**config.mk**
```make
export PLATFORM = sky130hd
export DESIGN_NAME = boot_sequencer_flat
export DESIGN_NICKNAME = d
export VERILOG_FILES = /design/src/rtl/boot_sequencer_if.sv /design/src/rtl/boot_sequencer.sv /design/src/flat_wrapper.sv
export SDC_FILE = /design/constraint.sdc
export NUM_CORES = 1
export LEC_CHECK = 0
export CORE_ASPECT_RATIO = 0.7
export CORE_MARGIN = 2
export CORE_UTILIZATION = 45
export DETAILED_ROUTE_END_ITERATION = 8
export PLACE_DENSITY = 0.67
export SYNTH_ARGS = -nofsm -noshare
export SYNTH_HDL_FRONTEND = slang
export SYNTH_SLANG_ARGS = --single-unit
```
**constraint.sdc**
```tcl
create_clock -name clk -period 4.16 [get_ports clk]
set_clock_uncertainty 0.1 [all_clocks]
set_input_delay 0.624 -clock clk [delete_from_list [all_inputs] [get_ports clk]]
set_output_delay 0.624 -clock clk [all_outputs]
set_load 0.02 [all_outputs]
```
**src/rtl/boot_sequencer_if.sv**
```systemverilog
// Byte-stream, transmit handshake and instruction-memory write bundle of the boot sequencer.
// master = sequencer side, slave = UART/memory side.
interface boot_sequencer_if #(
   parameter int unsigned IMEM_ADDR_W = 12
);
   logic                   rx_valid;
   logic [7:0]             rx_data;
   logic                   tx_valid;
   logic                   tx_ready;
   logic [7:0]             tx_data;
   logic                   imem_we;
   logic [IMEM_ADDR_W-1:0] imem_addr;
   logic [31:0]            imem_wdata;

   modport master (
      input  rx_valid, rx_data, tx_ready,
      output tx_valid, tx_data, imem_we, imem_addr, imem_wdata
   );

   modport slave (
      output rx_valid, rx_data, tx_ready,
      input  tx_valid, tx_data, imem_we, imem_addr, imem_wdata
   );
endinterface

```
**src/rtl/boot_sequencer.sv**
```systemverilog
// Loads a length-prefixed program from the UART byte stream into instruction memory,
// runs the core until it reports exec-done, then re-arms for the next program.
module boot_sequencer #(
   parameter int unsigned IMEM_ADDR_W = 12,
   parameter logic [7:0]  ACK_BYTE    = 8'hAA,
   parameter logic [7:0]  DONE_BYTE   = 8'h55,
   parameter logic [7:0]  ERR_BYTE    = 8'hEE
) (
   input  logic              clk,
   input  logic              rstn,
   boot_sequencer_if.master  bus,
   output logic              core_gating_signal,
   input  logic              core_exec_done,
   output logic              busy
);

   localparam int unsigned IDX_W     = IMEM_ADDR_W + 1;
   localparam logic [31:0] MAX_WORDS = 32'(64'd1 << IMEM_ADDR_W);

   typedef enum logic [2:0] {S_LEN, S_LOAD, S_ACK, S_RUN, S_FIN, S_ERR} state_t;

   state_t            state;
   logic [1:0]        byte_cnt;
   logic [31:0]       len_q;
   logic [23:0]       word_q;
   logic [IDX_W-1:0]  idx;

   logic [31:0]       len_full;
   logic [31:0]       word_full;
   logic [IDX_W-1:0]  idx_nxt;
   logic              tx_done;

   // The 4th byte completes a value directly from rx_data, so no extra cycle is spent assembling.
   assign len_full  = {bus.rx_data, len_q[23:0]};
   assign word_full = {bus.rx_data, word_q};
   assign idx_nxt   = idx + IDX_W'(1);
   assign tx_done   = bus.tx_valid & bus.tx_ready;

   always_ff @(posedge clk or negedge rstn) begin
      if (!rstn) begin
         state              <= S_LEN;
         byte_cnt           <= 2'd0;
         len_q              <= 32'd0;
         word_q             <= 24'd0;
         idx                <= '0;
         bus.tx_valid       <= 1'b0;
         bus.tx_data        <= 8'd0;
         bus.imem_we        <= 1'b0;
         bus.imem_addr      <= '0;
         bus.imem_wdata     <= 32'd0;
         core_gating_signal <= 1'b0;
         busy               <= 1'b0;
      end else begin
         bus.imem_we <= 1'b0;
         case (state)
            S_LEN: begin
               if (bus.rx_valid) begin
                  byte_cnt <= byte_cnt + 2'd1;
                  busy     <= 1'b1;
                  if (byte_cnt == 2'd3) begin
                     len_q <= len_full;
                     idx   <= '0;
                     // Full 32-bit compare so oversized headers cannot alias into range.
                     if (len_full == 32'd0 || len_full > MAX_WORDS) begin
                        state        <= S_ERR;
                        bus.tx_valid <= 1'b1;
                        bus.tx_data  <= ERR_BYTE;
                     end else begin
                        state <= S_LOAD;
                     end
                  end else begin
                     len_q[{byte_cnt, 3'b000} +: 8] <= bus.rx_data;
                  end
               end
            end
            S_LOAD: begin
               if (bus.rx_valid) begin
                  byte_cnt <= byte_cnt + 2'd1;
                  if (byte_cnt == 2'd3) begin
                     bus.imem_we    <= 1'b1;
                     bus.imem_addr  <= idx[IMEM_ADDR_W-1:0];
                     bus.imem_wdata <= word_full;
                     idx            <= idx_nxt;
                     if (32'(idx_nxt) == len_q) begin
                        state        <= S_ACK;
                        bus.tx_valid <= 1'b1;
                        bus.tx_data  <= ACK_BYTE;
                     end
                  end else begin
                     word_q[{byte_cnt, 3'b000} +: 8] <= bus.rx_data;
                  end
               end
            end
            S_ACK: begin
               if (tx_done) begin
                  bus.tx_valid       <= 1'b0;
                  core_gating_signal <= 1'b1;
                  state              <= S_RUN;
               end
            end
            S_RUN: begin
               if (core_exec_done) begin
                  core_gating_signal <= 1'b0;
                  bus.tx_valid       <= 1'b1;
                  bus.tx_data        <= DONE_BYTE;
                  state              <= S_FIN;
               end
            end
            S_FIN, S_ERR: begin
               if (tx_done) begin
                  bus.tx_valid <= 1'b0;
                  byte_cnt     <= 2'd0;
                  idx          <= '0;
                  busy         <= 1'b0;
                  state        <= S_LEN;
               end
            end
            default: state <= S_LEN;
         endcase
      end
   end

endmodule

```
**src/flat_wrapper.sv**
```systemverilog
// flat-port wrapper written by rule: the top's interface ports become plain ports
module boot_sequencer_flat 
#(
   parameter int unsigned IMEM_ADDR_W = 12,
   parameter logic [7:0]  ACK_BYTE    = 8'hAA,
   parameter logic [7:0]  DONE_BYTE   = 8'h55,
   parameter logic [7:0]  ERR_BYTE    = 8'hEE
)
  (clk, rstn, core_gating_signal, core_exec_done, busy, bus_rx_valid, bus_rx_data, bus_tx_ready, bus_tx_valid, bus_tx_data, bus_imem_we, bus_imem_addr, bus_imem_wdata);
  boot_sequencer_if #(.IMEM_ADDR_W(IMEM_ADDR_W)) bus_i ();
  input  logic clk;
  input  logic rstn;
  output logic core_gating_signal;
  input  logic core_exec_done;
  output logic busy;
  input wire logic [$bits(bus_i.rx_valid)-1:0] bus_rx_valid;
  input wire logic [$bits(bus_i.rx_data)-1:0] bus_rx_data;
  input wire logic [$bits(bus_i.tx_ready)-1:0] bus_tx_ready;
  output wire logic [$bits(bus_i.tx_valid)-1:0] bus_tx_valid;
  output wire logic [$bits(bus_i.tx_data)-1:0] bus_tx_data;
  output wire logic [$bits(bus_i.imem_we)-1:0] bus_imem_we;
  output wire logic [$bits(bus_i.imem_addr)-1:0] bus_imem_addr;
  output wire logic [$bits(bus_i.imem_wdata)-1:0] bus_imem_wdata;
  assign bus_i.rx_valid = bus_rx_valid;
  assign bus_i.rx_data = bus_rx_data;
  assign bus_i.tx_ready = bus_tx_ready;
  assign bus_tx_valid = bus_i.tx_valid;
  assign bus_tx_data = bus_i.tx_data;
  assign bus_imem_we = bus_i.imem_we;
  assign bus_imem_addr = bus_i.imem_addr;
  assign bus_imem_wdata = bus_i.imem_wdata;
  boot_sequencer #(.IMEM_ADDR_W(IMEM_ADDR_W), .ACK_BYTE(ACK_BYTE), .DONE_BYTE(DONE_BYTE), .ERR_BYTE(ERR_BYTE)) u_core (.clk(clk), .rstn(rstn), .bus(bus_i), .core_gating_signal(core_gating_signal), .core_exec_done(core_exec_done), .busy(busy));
endmodule
```
* After elaboration in Yosys (flattened, before gate mapping)
Index checks and enable logic that the tools add are counted.
Operators by class: $add $sub $neg 3, order comparisons 1, equal/unequal tests 18, shifts and indexed selects 4, muxes and demuxes 47, bitwise gates (word level) 2, reduce and logical (&&, ||, !) cells 23
Operators with widths (number):
- $mux W13 | 5
- $mux W8 | 7
- $pmux W13 S3 | 1
- $bwmux W32 | 1
- $eq A13 B32 Y1 | 1
- $gt A32 B13 Y1 const B | 1
- $logic_not A32 Y1 | 1
- $mux W32 | 1
- $shift A8 B7 Y32 const A | 1
- $shiftx A8 B7 Y32 | 1
- $mux W3 | 9
- $bwmux W24 | 1
- $pmux W8 S3 | 1
- $shift A8 B7 Y24 const A | 1
- $shiftx A8 B7 Y24 | 1
- $reduce_and A3 Y1 | 6
- $ne A2 B1 Y1 const B | 8
- $reduce_and A8 Y1 | 2
- $pmux W3 S5 | 1
- $mux W1 | 14
- $add A13 B1 Y13 const B | 1
- $reduce_and A9 Y1 | 1
- $neg A5 Y7 | 1
- $eq A3 B2 Y1 const B | 2
- 20 further kinds | 29
Word-level totals: flip-flop bits (word level) 130, bits of input ports 13, output and inout bits 56, logic and storage cells 111

* Logic depth before layout (Yosys ltp)
Gate-level depths: netlist of run 1.
word-level depth 6, gate-level depth with buffers 9

* Worst setup path after synthesis of run 1
OpenSTA, ideal clock, no wires.
kind register -> register, from reg u_core.idx[0], to reg u_core.bus.tx_data[6], setup time 0.124 ns, arrival 2.027 ns, slack 1.909 ns, cell stages (with the launch flop) 9, buffers on the path 0, path through dfrtp_1 -> ha_1 -> inv_1 -> a211oi_1 -> o32a_1 -> nor4_1 -> o2111a_2 -> o21ai_2 -> a211o_1
On the way: longest elaborated chain between the ends 4
RTL lines:
- from (decl) | line boot_sequencer.sv:26 | logic [IDX_W-1:0] idx;
- from (signal assigned) | line boot_sequencer.sv:83 | idx <= idx_nxt;
- $add A13 B1 Y13 | line boot_sequencer.sv:36 | assign idx_nxt = idx + IDX_W'(1);
- $eq A13 B32 Y1 | line boot_sequencer.sv:84 | if (32'(idx_nxt) == len_q) begin
- $ne A2 B1 Y1 (no line)
- $reduce_and A8 Y1 (no line)
- to (signal assigned) | line boot_sequencer.sv:47 | bus.tx_data <= 8'd0;
- to (signal assigned) | line boot_sequencer.sv:87 | bus.tx_data <= ACK_BYTE;
- to (signal assigned) | line boot_sequencer.sv:105 | bus.tx_data <= DONE_BYTE;
- to (decl) | line boot_sequencer_if.sv:17 | output tx_valid, tx_data, imem_we, imem_addr, imem_wdata
No other way between the ends. A chain may end at the register's enable or synchronous reset.

* Worst setup path after layout of run 1
Ends and elaborated chain as after synthesis.

==> key figures, run 1 <==
Worst setup path
  – Crit path capture: u_core.bus.tx_data[6]
  – Crit Reg-Reg Startpoint: u_core.idx[0]
  – Worst setup EP type: register
  – CP Launch Point: u_core.idx[0]
  – CP Launch Type: register
  – Arr. time, crit path: 2.94 ns
  – Reg2Reg Depth: 8
  – Setup slack, reg-to-reg: 1.42 ns
  – Critical path class: register to register
  – Worst reg2reg endpoint: u_core.bus.tx_data[6]
  – WP data required: 4.36 ns
  – Crit Path Max Fanout: 8

STA
  – Fin. max-slew vios: 0
  – RSZ-0062 raised after global routing: no
  – Maximum achievable frequency: 364 MHz
  – Worst-margin pin slew: 1.13 ns
  – Worst hold slack: 0.355 ns
  – Fin. Hold Viols: 0
  – Post-route setup TNS: 0 ns
  – Worst relative slew slack: 0.247
  – Final setup margin: 1.42 ns
  – Final Cycle Share: 0.660
  – Final setup vio count: 0
  – Minimum clock period: 2.74 ns

Clocking
  – Hold_buf cts: 0
  – Root buf cell: clkbuf_16
  – Post-CTS Setup Inserts: 0
  – Post-CTS resize count: 0
  – CTS tree: built
  – CTS Buf Count: 17
  – H-tree Lvls: 4
  – Clk sink count: 125
  – Max clock buf depth: 2
  – Clk_lat worst skew: around 0.41 ns
  – Clock slew at reported path FFs: 0.06 ns

Synth
  – Mux contribution to synthesized area: 0.0177
  – Synth top area share: 0.553
  – Syn Area/Cell: 9.31 sq um
  – Asr flop ratio synth: 1.00
  – Synth Instances: 607
  – Area leader, netlist: dfrtp_1
  – Compound-cell area share of the yosys netlist: 0.123
  – Commonest cells in the netlist: nand2_1 (228), dfrtp_1 (125), o21ai_0 (52), clkbuf_1 (22), a22o_1 (20)
  – Main combinational cell family by area after synthesis: simple AND/OR/NAND/NOR gates
  – Synth area leaders: dfrtp_1 (55%), nand2_1 (15%), o21ai_0 (4.6%), a22o_1 (3.1%), xnor2_1 (1.7%)
  – Post-Syn Area: 0.00565 sq mm
  – Most frequent cell after synthesis: nand2_1
  – Post-synthesis cell type count: 50
  – Yosys warning count: 0
  – Register area share after synthesis: 0.553
  – Simple-Gate Fraction of Synth Area: 0.234
  – Post-synthesis xor/xnor area fraction: 0.0248
  – Ys flop type: dfrtp_1
  – Count of flip-flops with a built-in enable after synthesis: 0
  – Mapped Nets: approximately 630
  – Yosys reg bits: 125
  – Post-Synth Adder-Cell Area: 0.0111

Power
  – NetSw: 1.72 mW
  – Seq pwr share: 0.384
  – Total power: 4.94 mW
  – Power per cell area: 706 mW/mm^2
  – Lkg Pwr: between 3 and 4 nW
  – Clock share of power: 0.296
  – Cell Int Power: 3.21 mW
  – Share of power burned in combinational logic: 0.320
  – Sw frac: 0.349
  – VDD IR-drop max: 0.000391 V

Floorplanning
  – Io pins: 69
  – Die Wd: between 100 and 150 microns
  – DIE HEIGHT: 97.8 microns
  – Initial Util: 0.458
  – Core area: 0.0123 sq mm
  – Rows: 34
  – Die area: 0.0135 sq mm

Detailed routing
  – Iter 0 DRT Violations: between 300 and 400
  – Wire per inst: 15.9 microns
  – Antenna violation net count after detailed routing: 0
  – DR vias: 4,522
  – DRC violations left: 0
  – 1st-pass router iterations: 5
  – Final wirelength: 13.3 mm
  – Via density: 5.39

Placement
  – Placed Area: ~0.0064 sq mm
  – Post-Place Worst Slack: around 1.1 ns
  – Number of port buffers: 68
  – HPWL after detailed placement: 8.68 mm
  – GP Congestion: ~0.86

Cells and area
  – Inserted Diodes: 0
  – Fraction of layout cells with a size suffix above 1: 0.0857
  – Final instance area: approximately 0.0070 sq mm
  – Layout area overhead: 23.8%
  – Final #Nets: 682

Global route
  – All-Layer GR Usage: 0.215
  – Grt ovf: 0
  – Antenna violations before repair: 0
  – First-pass GRT wire length: about 22 mm
  – Largest net degree at the start of global routing: 90
  – Vias in the first global route: 4,313

Hold path
  – Tightest Hold Check Type: input pin to async pin

Job
  – Max Cap Viol: 0

Outcome
  – Status: finished, final reports clean
-- through the flow --
stage,utilization,instances
3_5_place_dp,0.520,807
3_3_place_gp,0.520,807
5_1_grt,0.567,839
4_1_cts,0.567,839
2_1_floorplan,-,607
6_report,0.567,839
-- flip-flops by register name, indices dropped and copies added, names as in the netlist --
signal / count
u_core.bus.imem_wdata: 32
u_core.len_q: 32
u_core.word_q: 24
u_core.idx: 13
u_core.bus.imem_addr: 12
u_core.bus.tx_data: 3
u_core.state: 3
u_core.byte_cnt: 2
u_core.bus.imem_we: 1
u_core.bus.tx_valid: 1
u_core.busy: 1
u_core.core_gating_signal: 1
-- logic make-up (layout without fill, tap and decap cells) --
family,count (synthesis),count (layout)
xor+xnor,16,16
compound gates,107,107
fa+ha+maj,5,5
buf+inv,43,113
mux,9,9
flops,125,125
simple gates,302,302
-- cell usage in the layout (no fill, tap or decap), types with 3 or more instances in the layout --
cell             instances
o21ai_0                 52
a31oi_1                  3
nor3_1                   5
xnor2_1                 11
buf_4                    5
nand3_1                  8
nor2_1                  17
clkinvlp_4               3
clkdlybuf4s50_1         67
nand2_1                227
dfrtp_1                125
ha_1                     5
inv_1                    7
a21oi_1                  9
nor4_1                  13
and3_1                   7
nor2b_1                  3
xor2_1                   5
o31ai_1                  7
clkbuf_8                 3
clkbuf_16               17
clkinv_2                 5
mux2_2                   8
a22o_1                  20
-- power groups by stage --
stage	sequential [mW]	combinational [mW]	clock [mW]
2_1_floorplan	1.99	0.887	0
3_3_place_gp	1.89	1.55	0
3_5_place_dp	1.91	1.58	0
4_1_cts	1.89	1.59	1.48
5_1_grt	1.95	1.77	1.54
6_report	1.89	1.58	1.46
-- how the worst min path moves through the flow --
stage / endpoint / slack, ns / depth (start not counted)
2_1_floorplan: u_core.bus.imem_addr[0] / 0.23 / 0
3_3_place_gp: u_core.bus.imem_wdata[18] / 0.35 / 2
3_5_place_dp: u_core.bus.imem_wdata[5] / 0.36 / 2
4_1_cts: u_core.bus.imem_wdata[5] / 0.37 / 2
5_1_grt: u_core.bus.imem_wdata[23] / 0.39 / 2
6_report: u_core.bus.imem_wdata[3] / 0.36 / 1
-- layout make-up --
class / instances / area, sq um
Timing Repair Buffer: 73 / 728
Clock inverter: 11 / 116
Clock buffer: 21 / 470
Inverter: 8 / 30.0
Multi-Input combinational cell: 439 / 2320
Fill cell: 1099 / 5340
Sequential cell: 125 / 3130
Tap cell: 162 / 203
-- routing by layer --
layer  routed length [microns]  track usage
met1                      6830        0.333
met3                       691       0.0467
met5                         0            0
met2                      5650        0.299
met4                       141       0.0722
-- critical path: stages (launching register included) --
cell	delay, ns
dfrtp_1	0.50
ha_1	0.34
nand3_4	0.17
nor3_4	0.27
xnor2_1	0.13
nor4_1	0.38
o2111a_2	0.36
o21ai_2	0.09
a211o_1	0.30
(Power assumes the default switching activity.)
==> inputs of run 2 (changes only) <==
PLACE_DENSITY = 0.69   (was 0.67)
clock period = 2.5 ns   (was 4.16 ns; I/O delays follow)
==> run 2 against run 1 <==
Clock power is 69% higher. Non-clock buffer count is 19 higher. Critical path type unchanged. Worst setup slack worse by 1.4 ns. Register-to-register slack got worse by 1.4 ns. Cell area is 2.6% higher. Largest cell class unchanged. First-iteration DRC count decreased by 2.8%.
==> key figures, run 2 (same netlist as run 1, synthesis figures left out) <==
Outcome
  – Status: finished, final reports clean (unchanged)

Power
  – Cell Int Power: 5.40 mW (was 3.21 mW)
  – Sw frac: 0.358 (was 0.349)
  – VDD IR-drop max: 0.000576 V (was 0.000391 V)
  – Clock share of power: 0.294 (was 0.296)
  – Share of power burned in combinational logic: 0.331 (was 0.320)
  – NetSw: 3.01 mW (was 1.72 mW)
  – Power per cell area: 1170 mW/mm^2 (was 706 mW/mm^2)
  – Lkg Pwr: 3.32 nW (was 3.23 nW)
  – Seq pwr share: 0.375 (was 0.384)

Cells and area
  – Final instance area: 0.00718 sq mm (was 0.00700 sq mm)
  – Commonest non-fill, non-tap cells in the layout: nand2_1 (227), dfrtp_1 (122), clkdlybuf4s50_1 (67) (was nand2_1 (227), dfrtp_1 (125), clkdlybuf4s50_1 (67))
  – Final #Nets: 701 (was 682)
  – Top flop regs: u_core.bus.imem_wdata: 32 flops, u_core.len_q: 32 flops, u_core.word_q: 24 flops (unchanged)
  – Inserted Diodes: 0 (unchanged)
  – Layout area overhead: 27.0% (was 23.8%)
  – Most common cell after layout, fill and taps aside: nand2_1 (unchanged)
  – Fin cells: 858 (was 839)
  – Fraction of layout cells with a size suffix above 1: 0.119 (was 0.0857)

Detailed routing
  – Wire per inst: 16.4 microns (was 15.9 microns)
  – DR vias: 4,644 (was 4,522)
  – Via density: 5.41 (was 5.39)
  – Final wirelength: 14.1 mm (was 13.3 mm)
  – Iter 0 DRT Violations: 308 (was 317)
  – Antenna violation net count after detailed routing: 0 (unchanged)
  – 1st-pass router iterations: 5 (unchanged)
  – DRC violations left: 0 (unchanged)

Worst setup path
  – Critical Path Max Stage Delay: 0.43 ns (was 0.50 ns)
  – Setup slack, reg-to-reg: 0.06 ns (was 1.42 ns)
  – Worst path top cell family by delay: simple AND/OR/NAND/NOR gates (unchanged)
  – Arr. time, crit path: 2.63 ns (was 2.94 ns)
  – Reg2Reg Depth: 6 (was 8)
  – CP Launch Type: register (unchanged)
  – Worst setup EP type: register (unchanged)
  – Critical path class: register to register (unchanged)
  – CP Buf/Inv Count: 0 (unchanged)
  – WP data required: 2.69 ns (was 4.36 ns)
  – Slowest CP cell: nor4_1 (was dfrtp_1)
  – WP depth: 6 (was 8)
  – Crit Path Max Fanout: 5 (was 8)
  – Worst path cell trace: nor4_1 > nand3_1 > nor3_1 > o2111a_2 > o21ai_2 > a211o_1 (was ha_1 > nand3_4 > nor3_4 > xnor2_1 > nor4_1 > o2111a_2 > o21ai_2 > a211o_1)

Placement
  – Placed Cells: 824 (was 807)
  – HPWL after detailed placement: 9.42 mm (was 8.68 mm)
  – Number of port buffers: 68 (unchanged)
  – Post-Place Worst Slack: -0.0192 ns (was 1.07 ns)
  – GP Congestion: 0.873 (was 0.856)
  – Placed Area: 0.00654 sq mm (was 0.00641 sq mm)

Clocking
  – Clock slew at reported path FFs: 0.06 ns (about the same)
  – Clk sink count: 125 (unchanged)
  – Root buf cell: clkbuf_16 (unchanged)
  – Max clock buf depth: 2 (unchanged)
  – CTS tree: built (unchanged)
  – CTS Buf Count: 17 (unchanged)
  – Clk_lat worst skew: 0.41 ns (about the same)
  – H-tree Lvls: 4 (unchanged)

STA
  – Worst hold slack: 0.371 ns (was 0.355 ns)
  – Minimum clock period: 2.44 ns (was 2.74 ns)
  – Post-route setup TNS: 0 ns (unchanged)
  – Maximum achievable frequency: 409 MHz (was 364 MHz)
  – Fin. max-slew vios: 0 (unchanged)
  – Final setup vio count: 0 (unchanged)
  – Worst relative slew slack: 0.553 (was 0.247)
  – Final setup margin: 0.0554 ns (was 1.42 ns)
  – Final Cycle Share: 0.978 (was 0.660)
  – Worst-margin pin slew: 0.671 ns (was 1.13 ns)
  – Fin. Hold Viols: 0 (unchanged)

Floorplanning
  – Core area: 0.0123 sq mm (unchanged)
  – DIE HEIGHT: 97.8 microns (unchanged)
  – Die area: 0.0135 sq mm (unchanged)
  – Io pins: 69 (unchanged)
  – Initial Util: 0.458 (unchanged)
  – Die Wd: 138 microns (unchanged)
  – Rows: 34 (unchanged)

Global route
  – Vias in the first global route: 4,466 (was 4,313)
  – Grt ovf: 0 (unchanged)
  – Largest net degree at the start of global routing: 126 (was 90)
  – First-pass GRT wire length: 23.1 mm (was 22.3 mm)
  – All-Layer GR Usage: 0.223 (was 0.215)
  – Antenna violations before repair: 0 (unchanged)

Hold path
  – Tightest Hold Check Type: register to register (was input pin to async pin)
  – Depth of the worst hold-timing path: 2

Job
  – Max Cap Viol: 0 (unchanged)
-- run 2: final timing paths --
check                                 startpoint                       end
worst max-delay path            u_core.len_q[13]     u_core.bus.tx_data[6]
worst min-delay path            u_core.word_q[9]  u_core.bus.imem_wdata[9]
worst max register to register  u_core.len_q[13]     u_core.bus.tx_data[6]
worst min register to register  u_core.word_q[9]  u_core.bus.imem_wdata[9]
max in group asynchronous                   rstn            u_core.idx[10]
min in group asynchronous                   rstn  u_core.bus.imem_wdata[2]
-- run 2: through the flow --
step / power [mW] / util
final: 8.42 / 0.582
after global routing: 8.93 / 0.582
after CTS: 8.44 / 0.580
after detailed placement: 5.90 / 0.530
after global placement: 5.81 / 0.530
after floorplan: 4.79 / -
-- run 2: area by class of cell --
class                      instances  area (sq um)
multi-input combinational        439          2340
sequential                       125          3130
clock inverter                    14           160
inverter                           8          30.0
tap                              162           203
clock buffer                      18           439
fill                            1068          5160
timing repair buffer              92           873
-- run 2: power groups by stage --
stage,sequential [mW],clock [mW],combinational [mW]
after CTS,3.15,2.52,2.77
after global placement,3.14,0,2.67
final,3.16,2.47,2.78
after detailed placement,3.17,0,2.73
after floorplan,3.31,0,1.48
after global routing,3.24,2.62,3.07
-- run 2: repair_timing --
| action | 4_1_cts | 5_1_grt |
|---|---|---|
| hold endpoints to repair | 7 | 0 |
| gates resized for setup | 1 | 6 |
| endpoints found under the setup margin | 1 | 3 |
| buffers inserted | 0 | 1 |
| hold buffers | 1 | 0 |
| pin swaps | 0 | 1 |
-- run 2: worst register-to-register path, stage by stage, from the launching register on --
cell	delay (ns)
dfrtp_1	0.38
nor4_1	0.43
nand3_1	0.27
nor3_1	0.41
o2111a_2	0.34
o21ai_2	0.07
a211o_1	0.32
-- run 2: routing by layer --
layer / vias up / share of wire / GRT usage / wire (microns)
li1: 2220 / - / - / -
met5: - / 0 / 0 / 0
met1: 2256 / 0.49 / 0.335 / 6910
met3: 24 / 0.059 / 0.0582 / 823
met4: 0 / 0.015 / 0.0565 / 212
met2: 144 / 0.43 / 0.323 / 6110
